===== config.mk =====
export PLATFORM = sky130hd
export DESIGN_NAME = cii_cursor_writer
export DESIGN_NICKNAME = d
export VERILOG_FILES = /design/src/rtl/cii_cursor_writer.sv
export SDC_FILE = /design/constraint.sdc
export NUM_CORES = 1
export LEC_CHECK = 0
export CAP_MARGIN = 0
export CORE_MARGIN = 3
export CORE_UTILIZATION = 25
export CTS_BUF_LIST = sky130_fd_sc_hd__clkbuf_8 sky130_fd_sc_hd__clkbuf_16
export DETAILED_ROUTE_END_ITERATION = 8
export SETUP_SLACK_MARGIN = 0.15
export SLEW_MARGIN = 40
export SYNTH_ARGS = -nofsm -noshare
export SYNTH_HDL_FRONTEND = slang
export SYNTH_SLANG_ARGS = --single-unit

===== constraint.sdc =====
create_clock -name clk -period 2.4 [get_ports clk]
set_clock_uncertainty 0.15 [all_clocks]
set_input_delay 0.36 -clock clk [delete_from_list [all_inputs] [get_ports clk]]
set_output_delay 0.36 -clock clk [all_outputs]
set_load 0.03 [all_outputs]

===== src/rtl/cii_cursor_writer.sv =====
// Write-side controller for the character table: turns keystrokes into single-cell
// writes, tracks the text cursor on a COLS x ROWS grid and performs a full-screen clear.
module cii_cursor_writer #(
  parameter int COLS = 70,
  parameter int ROWS = 30
) (
  input  logic       clk,
  input  logic       rst_n,
  input  logic       key_vld,
  output logic       key_rdy,
  input  logic [7:0] key_ascii,
  input  logic       clr,
  output logic [6:0] char_x_we,
  output logic [4:0] char_y_we,
  output logic [7:0] ascii_we,
  output logic       we_vld,
  input  logic       we_rdy,
  output logic [6:0] cur_x,
  output logic [4:0] cur_y,
  output logic       busy
);

  typedef enum logic [2:0] {
    ST_IDLE      = 3'd0,
    ST_WRITE     = 3'd1,
    ST_WAIT      = 3'd2,
    ST_CLR_WRITE = 3'd3,
    ST_CLR_WAIT  = 3'd4
  } state_e;

  localparam logic [6:0] X_MAX = 7'(COLS - 1);
  localparam logic [4:0] Y_MAX = 5'(ROWS - 1);
  localparam logic [7:0] SPACE = 8'h20;

  state_e     state_q, state_d;
  logic [6:0] char_x_we_q, char_x_we_d;
  logic [4:0] char_y_we_q, char_y_we_d;
  logic [7:0] ascii_we_q, ascii_we_d;
  logic       we_vld_q, we_vld_d;
  logic [6:0] cur_x_q, cur_x_d;
  logic [4:0] cur_y_q, cur_y_d;
  logic       busy_q, busy_d;

  function automatic logic [4:0] row_inc(input logic [4:0] y);
    if (y == Y_MAX) begin
      return 5'd0;
    end else begin
      return y + 5'd1;
    end
  endfunction

  // Next-state, cursor and write-request decode
  always_comb begin
    state_d     = state_q;
    char_x_we_d = char_x_we_q;
    char_y_we_d = char_y_we_q;
    ascii_we_d  = ascii_we_q;
    cur_x_d     = cur_x_q;
    cur_y_d     = cur_y_q;
    case (state_q)
      ST_IDLE: begin
        if (clr) begin
          // The address registers double as the raster fill counters.
          char_x_we_d = 7'd0;
          char_y_we_d = 5'd0;
          ascii_we_d  = SPACE;
          state_d     = ST_CLR_WRITE;
        end else if (key_vld) begin
          if (key_ascii >= 8'h20 && key_ascii <= 8'h7E) begin
            char_x_we_d = cur_x_q;
            char_y_we_d = cur_y_q;
            ascii_we_d  = key_ascii;
            state_d     = ST_WRITE;
            if (cur_x_q == X_MAX) begin
              cur_x_d = 7'd0;
              cur_y_d = row_inc(cur_y_q);
            end else begin
              cur_x_d = cur_x_q + 7'd1;
            end
          end else if (key_ascii == 8'h0A || key_ascii == 8'h0D) begin
            cur_x_d = 7'd0;
            cur_y_d = row_inc(cur_y_q);
          end else if (key_ascii == 8'h08) begin
            char_x_we_d = cur_x_q;
            char_y_we_d = cur_y_q;
            if (cur_x_q != 7'd0) begin
              cur_x_d     = cur_x_q - 7'd1;
              char_x_we_d = cur_x_q - 7'd1;
            end else if (cur_y_q != 5'd0) begin
              cur_x_d     = X_MAX;
              cur_y_d     = cur_y_q - 5'd1;
              char_x_we_d = X_MAX;
              char_y_we_d = cur_y_q - 5'd1;
            end else begin
              cur_x_d = cur_x_q;
            end
            ascii_we_d = SPACE;
            state_d    = ST_WRITE;
          end else begin
            state_d = ST_IDLE;
          end
        end else begin
          state_d = ST_IDLE;
        end
      end
      ST_WRITE: begin
        state_d = ST_WAIT;
      end
      ST_WAIT: begin
        if (we_rdy) begin
          state_d = ST_IDLE;
        end else begin
          state_d = ST_WAIT;
        end
      end
      ST_CLR_WRITE: begin
        state_d = ST_CLR_WAIT;
      end
      ST_CLR_WAIT: begin
        if (we_rdy) begin
          if (char_x_we_q == X_MAX && char_y_we_q == Y_MAX) begin
            cur_x_d = 7'd0;
            cur_y_d = 5'd0;
            state_d = ST_IDLE;
          end else if (char_x_we_q == X_MAX) begin
            char_x_we_d = 7'd0;
            char_y_we_d = char_y_we_q + 5'd1;
            state_d     = ST_CLR_WRITE;
          end else begin
            char_x_we_d = char_x_we_q + 7'd1;
            state_d     = ST_CLR_WRITE;
          end
        end else begin
          state_d = ST_CLR_WAIT;
        end
      end
      default: begin
        state_d = ST_IDLE;
      end
    endcase
    we_vld_d = (state_d == ST_WRITE) || (state_d == ST_CLR_WRITE);
    busy_d   = (state_d != ST_IDLE);
  end

  // State, cursor and write-port registers
  always_ff @(posedge clk or negedge rst_n) begin
    if (!rst_n) begin
      state_q     <= ST_IDLE;
      char_x_we_q <= 7'd0;
      char_y_we_q <= 5'd0;
      ascii_we_q  <= 8'd0;
      we_vld_q    <= 1'b0;
      cur_x_q     <= 7'd0;
      cur_y_q     <= 5'd0;
      busy_q      <= 1'b0;
    end else begin
      state_q     <= state_d;
      char_x_we_q <= char_x_we_d;
      char_y_we_q <= char_y_we_d;
      ascii_we_q  <= ascii_we_d;
      we_vld_q    <= we_vld_d;
      cur_x_q     <= cur_x_d;
      cur_y_q     <= cur_y_d;
      busy_q      <= busy_d;
    end
  end

  assign key_rdy   = (state_q == ST_IDLE) && !clr;
  assign char_x_we = char_x_we_q;
  assign char_y_we = char_y_we_q;
  assign ascii_we  = ascii_we_q;
  assign we_vld    = we_vld_q;
  assign cur_x     = cur_x_q;
  assign cur_y     = cur_y_q;
  assign busy      = busy_q;

endmodule


==> metrics, run 1 <==
Synth top area share=31.2%; Slew headroom=a little under three quarters; grt total ovfl=0; measured slew at the worst slew-check pin=431 ps; CTS max path bufs=2; worst skew pair latency=290 ps; CTS H-tree depth=2; CP max stage cell=or4b_4; outcome=complete, no violations; Top Family by Delay on Critical Path=simple AND/OR/NAND/NOR gates; RSZ-0062 raised after global routing=true; Vias=around 3500; synthesized netlist cell count=347; worst min path class=input pin to flop; Die Y=115 um; final hold vios=0; Hold Crit Endpoint=ascii_we[1]; ys async rst share=100%; library cells used by synthesis=between 70 and 80; core area=11500 um2; average cell area after synthesis=8.56 um2; Slew Viols, Final=0; hold path start=key_ascii[1]; number of remaining DRC errors=0; Final Cycle Share=94.3%; # diodes=0; Die Span X=115 um; IO buf count=47; CP Data Arrival Time=2290 ps; vias per cell=5.58; top cells by area, synth=dfrtp_1, nand3_1, ha_1, nor3_1, a21oi_1; critical path startpoint category=flop; antenna violations before repair=0; Global Route Usage Sum=between 10% and 20%; worst vdd ir=0.506 mV; Syn Nets=370; area grow syn2layout=61.9%; synth warn=0; Total Wirelength=11.4 mm; Crit Path Max Fanout=5; fmax=0.442 GHz; Power Dens Cells=approximately 1200 nW/um2; 1st-iter DRT viols=220; layout cells sized above 1=36.3%; reg-to-reg endpoint=cur_y[2]; WP data required=about 2400 ps; largest net degree at the start of global routing=23; number of flops mapped to enable cells by yosys=0; Synth Register Bits=37; Starting Density=25.8%; Reg clk slew, reported paths=about 70 ps; RePlAce Congestion=about 0.91; Final HPWL DP=8.59 mm; register area share after synthesis=between 30% and 40%; number of global-route vias before repair=3442; placed cell areas=between 4000 and 5000 um2; slowest cell delay on critical path=approximately 530 ps; CTS tree=done; # rows=39; Final ANT Viol Nets=0; Finished Layout Cells=between 600 and 700; commonest non-fill, non-tap cell in the layout=buf_4; crit end category=flop; worst reg2reg startpoint=state_q[0]; DP Cell Count=604; critical path cell sequence=or4b_4 > or2_4 > and2_4 > or3_4 > mux2_4; Total Nets Final=slightly above 500; crit path time final=2260 ps; IO Count=48; WP buf/inv=0; post-route cell area=4810 um2; total CTS buffers=5; leading area contributor after synthesis=dfrtp_1; Pre-antenna DRT Iters=5; hold depth=3; Post-Route Setup TNS=0 ps; Clock Sink Count=37; most frequent cells in the layout=buf_4, clkdlybuf4s50_1, dfrtp_1, nand3_1; R2R cell count=5; max_cap viols=0; Final Setup Violations=0; critical path type=flop to flop; first-pass GRT wire length=17.9 mm; post-DR wirelength/cell=18.3 um; r2r setup slk=140 ps; root buffer cell=clkbuf_16; die area=13200 um2; Pleak=2.01 nW; Post-synth top flop=dfrtp_1; synthesized area=2970 um2
cell usage after synthesis, drive strengths merged (5+ instances only):
cell type  count
dfrtp         37
nand3         28
nor3          21
clkbuf        18
nand2         18
a21oi         17
nor2          15
o21ai         13
inv           11
ha            10
nand4          9
o211ai         8
and3           7
nand4b         7
nor4           6
or3            6
a22o           5
buf            5
nor3b          5
o2bb2ai        5
sequential cells by signal, indices dropped and copies added, names as in the netlist:
signal,flops
ascii_we,8
cur_y,5
we_vld,1
busy,1
cur_x,7
char_x_we,7
char_y_we,5
state_q,3
where the power goes:
part	internal, W	switching (W)	total (W)
clock network	0.000492	0.000293	0.000785
registers	0.000847	0.000215	0.00106
logic	0.00182	0.00209	0.00391
total	0.00316	0.00260	0.00576
logic make-up after synthesis:
group	after synthesis	synth area share (%)
DFF	37	31.2
and+or+nand+nor	156	31.4
AOI/OAI and AO/OA	100	25.0
buffers and inverters	34	4.64
muxes	7	2.65
adders and majority gates	10	4.21
xor gates and xnor gates	3	0.885
timing repair:
| item | 4_1_cts | 5_1_grt |
|---|---|---|
| gates resized for setup | 20 | 47 |
| endpoints found under the setup margin | 23 | 27 |
| pin swaps | 6 | 8 |
| setup buffers | 2 | 9 |
| hold buffers | 1 | 0 |
| cloned | 0 | 1 |
| endpoints found under the hold margin | 15 | 0 |
worst max path at each step:
stage                 start  endpoint  depth (start not counted)
2_1_floorplan    state_q[1]  cur_y[2]                          7
3_3_place_gp        key_vld  cur_y[2]                          6
3_5_place_dp   key_ascii[5]  cur_x[0]                          7
4_1_cts          state_q[1]  cur_y[2]                          5
5_1_grt            cur_x[0]  cur_y[0]                          8
6_report         state_q[0]  cur_y[2]                          5
worst reg2reg max path: cells and delay by family (launching register included):
family,cells,cell delay [ps]
and+or+nand+nor,4,1310
muxes,1,310
DFF,1,390
layer usage:
metal | vias up | part of all wire, % | track usage [%]
li1 | 1638 | - | -
met3 | 18 | 4.8 | 2.11
met5 | - | 0 | 0
met4 | 0 | 2.6 | 6.89
met1 | 1724 | 45 | 23.1
met2 | 107 | 48 | 27.1
metrics by stage:
stage	setup WS, ps	util, %	total power [W]	hold WS, ps
2_1_floorplan	-14.7	-	0.00300	-85.6
3_3_place_gp	-331	36.8	0.00451	180
3_5_place_dp	-378	36.8	0.00454	176
4_1_cts	124	39.1	0.00546	341
5_1_grt	107	41.8	0.00614	320
6_report	138	41.8	0.00576	286
area by class of cell:
class / count / area, um2
clock buffer: 5 / 125
clock inverter: 3 / 46.3
fill: 1155 / 6710
inverter: 11 / 41.3
multi-input combinational: 276 / 2220
sequential: 37 / 928
tap: 143 / 179
timing repair buffer: 150 / 1270
(Power assumes the default switching activity.)
==> run 2, diff against run 1 <==
CAP_MARGIN = 20   (was 0)
==> results of run 2 <==
Final layout, timing and power as in run 1 (identical DEF).
